===== config.mk =====
export PLATFORM = sky130hd
export DESIGN_NAME = pipelined_alu_unit
export DESIGN_NICKNAME = d
export VERILOG_FILES = /design/src/rtl/pipelined_alu_unit.sv
export SDC_FILE = /design/constraint.sdc
export NUM_CORES = 1
export LEC_CHECK = 0
export ABC_AREA = 1
export CORE_ASPECT_RATIO = 0.75
export CORE_MARGIN = 2
export CORE_UTILIZATION = 55
export CTS_BUF_LIST = sky130_fd_sc_hd__clkbuf_16
export CTS_CLUSTER_DIAMETER = 60
export CTS_CLUSTER_SIZE = 24
export DETAILED_ROUTE_END_ITERATION = 10
export PLACE_DENSITY = 0.83
export SETUP_SLACK_MARGIN = 0.15
export SYNTH_ARGS = -nofsm -noshare
export SYNTH_HDL_FRONTEND = slang
export SYNTH_SLANG_ARGS = --single-unit

===== constraint.sdc =====
create_clock -name clk_in -period 4.7 [get_ports clk_in]
set_clock_uncertainty 0.1 [all_clocks]
set_input_delay 0.47 -clock clk_in [delete_from_list [all_inputs] [get_ports clk_in]]
set_output_delay 0.47 -clock clk_in [all_outputs]
set_load 0.02 [all_outputs]

===== src/rtl/pipelined_alu_unit.sv =====
// Fully pipelined integer ALU with tag pass-through and a credit-protected in-order result buffer.
// Results appear LATENCY-1 edges after acceptance; flush or reset squashes everything in flight.
module pipelined_alu_unit #(
  parameter int WIDTH     = 32,
  parameter int LATENCY   = 3,
  parameter int TAG_WIDTH = 3,
  parameter int OUT_DEPTH = 4
) (
  input  logic                           clk_in,
  input  logic                           rst_in,
  input  logic                           valid_in,
  input  logic [WIDTH-1:0]               rval1_in,
  input  logic [WIDTH-1:0]               rval2_in,
  input  logic [3:0]                     aluFunc_in,
  input  logic [TAG_WIDTH-1:0]           rob_idx_in,
  input  logic                           flush_in,
  input  logic                           read_in,
  output logic                           ready_out,
  output logic                           valid_out,
  output logic [WIDTH-1:0]               data_out,
  output logic [TAG_WIDTH-1:0]           rob_idx_out,
  output logic [$clog2(OUT_DEPTH+1)-1:0] occupancy_out
);

  localparam int SH_W  = $clog2(WIDTH);
  localparam int CNT_W = $clog2(OUT_DEPTH + 1);
  localparam int PTR_W = (OUT_DEPTH > 1) ? $clog2(OUT_DEPTH) : 1;
  localparam logic [CNT_W-1:0] DEPTH_C  = CNT_W'(OUT_DEPTH);
  localparam logic [PTR_W-1:0] LAST_PTR = PTR_W'(OUT_DEPTH - 1);

  logic [WIDTH-1:0] alu_result;
  logic [SH_W-1:0]  shamt;
  logic             accept;
  logic             pop;

  logic             wr_valid;
  logic [WIDTH-1:0] wr_data;
  logic [TAG_WIDTH-1:0] wr_tag;

  logic [CNT_W-1:0] occ_reg;
  logic [CNT_W-1:0] buf_count_reg;
  logic [PTR_W-1:0] head_reg;
  logic [PTR_W-1:0] tail_reg;
  logic [WIDTH-1:0]     buf_data_mem [OUT_DEPTH];
  logic [TAG_WIDTH-1:0] buf_tag_mem  [OUT_DEPTH];

  always_comb begin
    alu_result = '0;
    shamt      = rval2_in[SH_W-1:0];
    case (aluFunc_in)
      4'd0: alu_result = rval1_in + rval2_in;
      4'd1: alu_result = rval1_in - rval2_in;
      4'd2: alu_result = rval1_in & rval2_in;
      4'd3: alu_result = rval1_in | rval2_in;
      4'd4: alu_result = rval1_in ^ rval2_in;
      4'd5: alu_result = {{(WIDTH-1){1'b0}}, ($signed(rval1_in) < $signed(rval2_in))};
      4'd6: alu_result = {{(WIDTH-1){1'b0}}, (rval1_in < rval2_in)};
      4'd7: alu_result = rval1_in << shamt;
      4'd8: alu_result = rval1_in >> shamt;
      4'd9: alu_result = $unsigned($signed(rval1_in) >>> shamt);
      default: alu_result = '0;
    endcase
  end

  assign ready_out = (occ_reg < DEPTH_C);
  assign accept    = valid_in && ready_out;
  assign pop       = read_in && valid_out;

  generate
    if (LATENCY == 1) begin : g_direct
      assign wr_valid = accept;
      assign wr_data  = alu_result;
      assign wr_tag   = rob_idx_in;
    end else begin : g_pipe
      localparam int NSTG = LATENCY - 1;
      logic                 stage_valid_reg [NSTG];
      logic [WIDTH-1:0]     stage_data_reg  [NSTG];
      logic [TAG_WIDTH-1:0] stage_tag_reg   [NSTG];

      // Payload registers carry no reset; only the valids decide what reaches the buffer.
      always_ff @(posedge clk_in) begin
        stage_data_reg[0] <= alu_result;
        stage_tag_reg[0]  <= rob_idx_in;
        for (int i = 1; i < NSTG; i++) begin
          stage_data_reg[i] <= stage_data_reg[i-1];
          stage_tag_reg[i]  <= stage_tag_reg[i-1];
        end
        if (rst_in || flush_in) begin
          for (int i = 0; i < NSTG; i++) stage_valid_reg[i] <= 1'b0;
        end else begin
          stage_valid_reg[0] <= accept;
          for (int i = 1; i < NSTG; i++) stage_valid_reg[i] <= stage_valid_reg[i-1];
        end
      end

      assign wr_valid = stage_valid_reg[NSTG-1];
      assign wr_data  = stage_data_reg[NSTG-1];
      assign wr_tag   = stage_tag_reg[NSTG-1];
    end
  endgenerate

  function automatic logic [PTR_W-1:0] ptr_inc(input logic [PTR_W-1:0] p);
    return (p == LAST_PTR) ? '0 : p + 1'b1;
  endfunction

  always_ff @(posedge clk_in) begin
    if (rst_in) begin
      for (int i = 0; i < OUT_DEPTH; i++) begin
        buf_data_mem[i] <= '0;
        buf_tag_mem[i]  <= '0;
      end
    end else if (wr_valid && !flush_in) begin
      buf_data_mem[tail_reg] <= wr_data;
      buf_tag_mem[tail_reg]  <= wr_tag;
    end
  end

  // Credits guarantee a free slot for every write, so no full check is needed here.
  always_ff @(posedge clk_in) begin
    if (rst_in || flush_in) begin
      head_reg      <= '0;
      tail_reg      <= '0;
      buf_count_reg <= '0;
    end else begin
      if (wr_valid) tail_reg <= ptr_inc(tail_reg);
      if (pop)      head_reg <= ptr_inc(head_reg);
      case ({wr_valid, pop})
        2'b10:   buf_count_reg <= buf_count_reg + 1'b1;
        2'b01:   buf_count_reg <= buf_count_reg - 1'b1;
        default: buf_count_reg <= buf_count_reg;
      endcase
    end
  end

  always_ff @(posedge clk_in) begin
    if (rst_in || flush_in) begin
      occ_reg <= '0;
    end else begin
      case ({accept, pop})
        2'b10:   occ_reg <= occ_reg + 1'b1;
        2'b01:   occ_reg <= occ_reg - 1'b1;
        default: occ_reg <= occ_reg;
      endcase
    end
  end

  assign valid_out     = (buf_count_reg != '0);
  assign data_out      = buf_data_mem[head_reg];
  assign rob_idx_out   = buf_tag_mem[head_reg];
  assign occupancy_out = occ_reg;

endmodule


==> reports/summary.txt <==
Max-cap violations: 0
Unrepaired setup endpoints after global routing: no
Full die area: 34500 um2
Initial Utilization: 0.560
Slew Limit Fails: 0
Post-synth EDFFs: 140
Number of global-route vias before repair: 18780
Most frequent cells in the layout: nand2_1 (745), nand3_1 (403), nor2_1 (371), inv_1 (357), edfxtp_1 (140)
Die Span Y: 161 um
Data required time of the worst path: 4.13 ns
Slowest CP cell: inv_1
Min cycle time layout: 3.58 ns
FFs w/ async S/R, synth: 0
Yosys warns: 0
CTS Buf Count: 18
Crit path cell chain: inv_1 > o21ai_0 > o22ai_1 > clkdlybuf4s50_1
CP Launch Type: flip-flop
Final Instance Area: 20200 um2
Clock Latency Late Sink: 0.52 ns
Final hold violations: 0
Number of hold-repair buffers added at the cts stage: 0
Status: completed
Root buf cell: clkbuf_16
Total grt overflow: 0
Sum Neg Setup Slack: 0 ns
Gpl congestion: 1.07
Maximum vdd drop: 0.254 mV
P_leak: 9.76 nW
Pwr Density: 267 nW/um2
CTS tree: done
Row cnt: 57
Kind of end point of the critical path: output pin
F_max: 280 MHz
Initial antenna violation count: 7
Netlist cell types: 50
Layout cells sized above 1: 0.0472
Critical path type: flip-flop to output pin
Yosys reg bits: 224
Post-DP HPWL: 60800 um
Slew HR: 0.157
CP peak stage delay: 0.89 ns
Cells after Synth: 2792
Floorplan Core Area: 32400 um2
Total GRT Usage: 0.448
Drt wl/cell: 23.6 um
Drt total wl: 77900 um
Ports: 116
Number of setup buffers added after CTS: 0
Hold WC Path Type: flip-flop to flip-flop
Mean area per synthesized cell: 6.51 um2
Tightest Pin Transition: 1.26 ns
Commonest non-fill, non-tap cell in the layout: nand2_1
Detail Route Antenna Nets: 0
Final setup vio count: 0
Final core utilization: 0.624
Fin crit share: 0.761
Register clock-pin slew on the reported worst setup and hold paths: 0.09 ns
PortBufs: 115
Routed via count: 20317
Crit Path Max Fanout: 35
TritonRoute pass-1 iters: 6
Vias per inst: 6.15
Worst Path Arrival: 3.01 ns
Post-CTS sizing: 0
Initial DRC Count: 3008
Final-stage net count: 3032
Post-DP Area: 19600 um2
Die width: 214 um
Power, Total: 5.40 mW
Max reg flops: 128
Largest net degree at the start of global routing: 70
P&R area growth vs syn: 11.4%
Clk buf depth: 3
First-pass GRT wire length: 114000 um
TritonCTS Sinks: 224
CTS HTree Levels: 1
Mapped Area: 18200 um2
Syn nets: 2974
# DRC: 0
Post-synthesis sequential area ratio: 0.324
Top FF cell, synth: edfxtp_1
==> power breakdown <==
part	total (mW)	switching [mW]	internal (mW)
Sequential	2.26	0.0608	2.20
Combinational	1.51	1.08	0.426
Clock	1.63	0.836	0.795
==> cells by family (layout without fill, tap and decap cells) <==
group	count (synthesis)	after routing	synth area share
simple gates	1634	1634	0.385
buf+inv	495	565	0.112
compound gates	330	330	0.103
flops	224	224	0.324
fa+ha+maj	106	106	0.0746
xor+xnor	3	3	0.00145
other cells	0	2	0
==> worst max-delay path, delay by kind of cell (launching register included) <==
| family | cells | cell delay [ns] |
|---|---|---|
| AOI/OAI and AO/OA | 2 | 0.58 |
| buffers and inverters | 2 | 1.56 |
| DFF | 1 | 0.32 |
==> layer usage <==
metal | GRT usage | routed length [um]
met1 | 0.613 | 30800
met2 | 0.650 | 31800
met3 | 0.168 | 12300
met4 | 0.146 | 2980
met5 | 0 | 44
==> metrics by stage <==
step / std cells / hold slack [ns] / setup slack, ns
detailed placement: 3272 / 0.216 / 0.802
floorplan: 2792 / 0.210 / 1.57
global placement: 3272 / 0.211 / 0.783
finish: 3306 / 0.210 / 1.12
global route: 3304 / 0.211 / 1.01
CTS: 3304 / 0.209 / 1.18
==> final cells by class <==
type	count	area, um2
tap	442	553
clock inverter	13	160
fill	2971	12200
timing repair buffer	162	1490
antenna	2	5.00
sequential	224	5890
clock buffer	19	475
inverter	371	1400
multi-input combinational	2073	10300
==> cell usage after synthesis, types with 4 or more instances <==
master / count / area (um2)
buf_2: 54 / 270
nand3b_1: 7 / 52.6
dfxtp_1: 84 / 1680
inv_2: 15 / 56.3
nor4_1: 4 / 25.0
nor3_1: 23 / 115
nand2_1: 745 / 2800
clkbuf_1: 38 / 143
and2_1: 13 / 81.3
fa_1: 4 / 80.1
o21ai_0: 119 / 596
buf_1: 10 / 37.5
a31oi_1: 4 / 25.0
nor2_4: 7 / 78.8
nand3_1: 403 / 2020
ha_1: 102 / 1280
buf_6: 6 / 67.6
a21oi_1: 86 / 430
o221ai_1: 5 / 43.8
nand2_2: 18 / 113
o21bai_1: 13 / 97.6
o211ai_1: 25 / 188
nor2_1: 371 / 1390
o22ai_1: 55 / 344
nor2_2: 5 / 31.3
o21ai_1: 11 / 55.1
nand4_1: 29 / 181
buf_4: 14 / 105
inv_1: 353 / 1330
edfxtp_1: 140 / 4200
==> final timing paths <==
path         cells after the start                                    to                                 start  slack, ns
min reg2reg                      0  g_pipe.stage_data_reg[0][60]$_DFF_P_  g_pipe.stage_data_reg[0][28]$_DFF_P_       0.21
min                              0  g_pipe.stage_data_reg[0][60]$_DFF_P_  g_pipe.stage_data_reg[0][28]$_DFF_P_       0.21
max                              4                          data_out[20]                             flip-flop       1.12
max reg2reg                     11         buf_count_reg[2]$_SDFFE_PP0P_         buf_count_reg[0]$_SDFFE_PP0P_       2.19
Note: power is estimated with default switching activity, not from simulation.
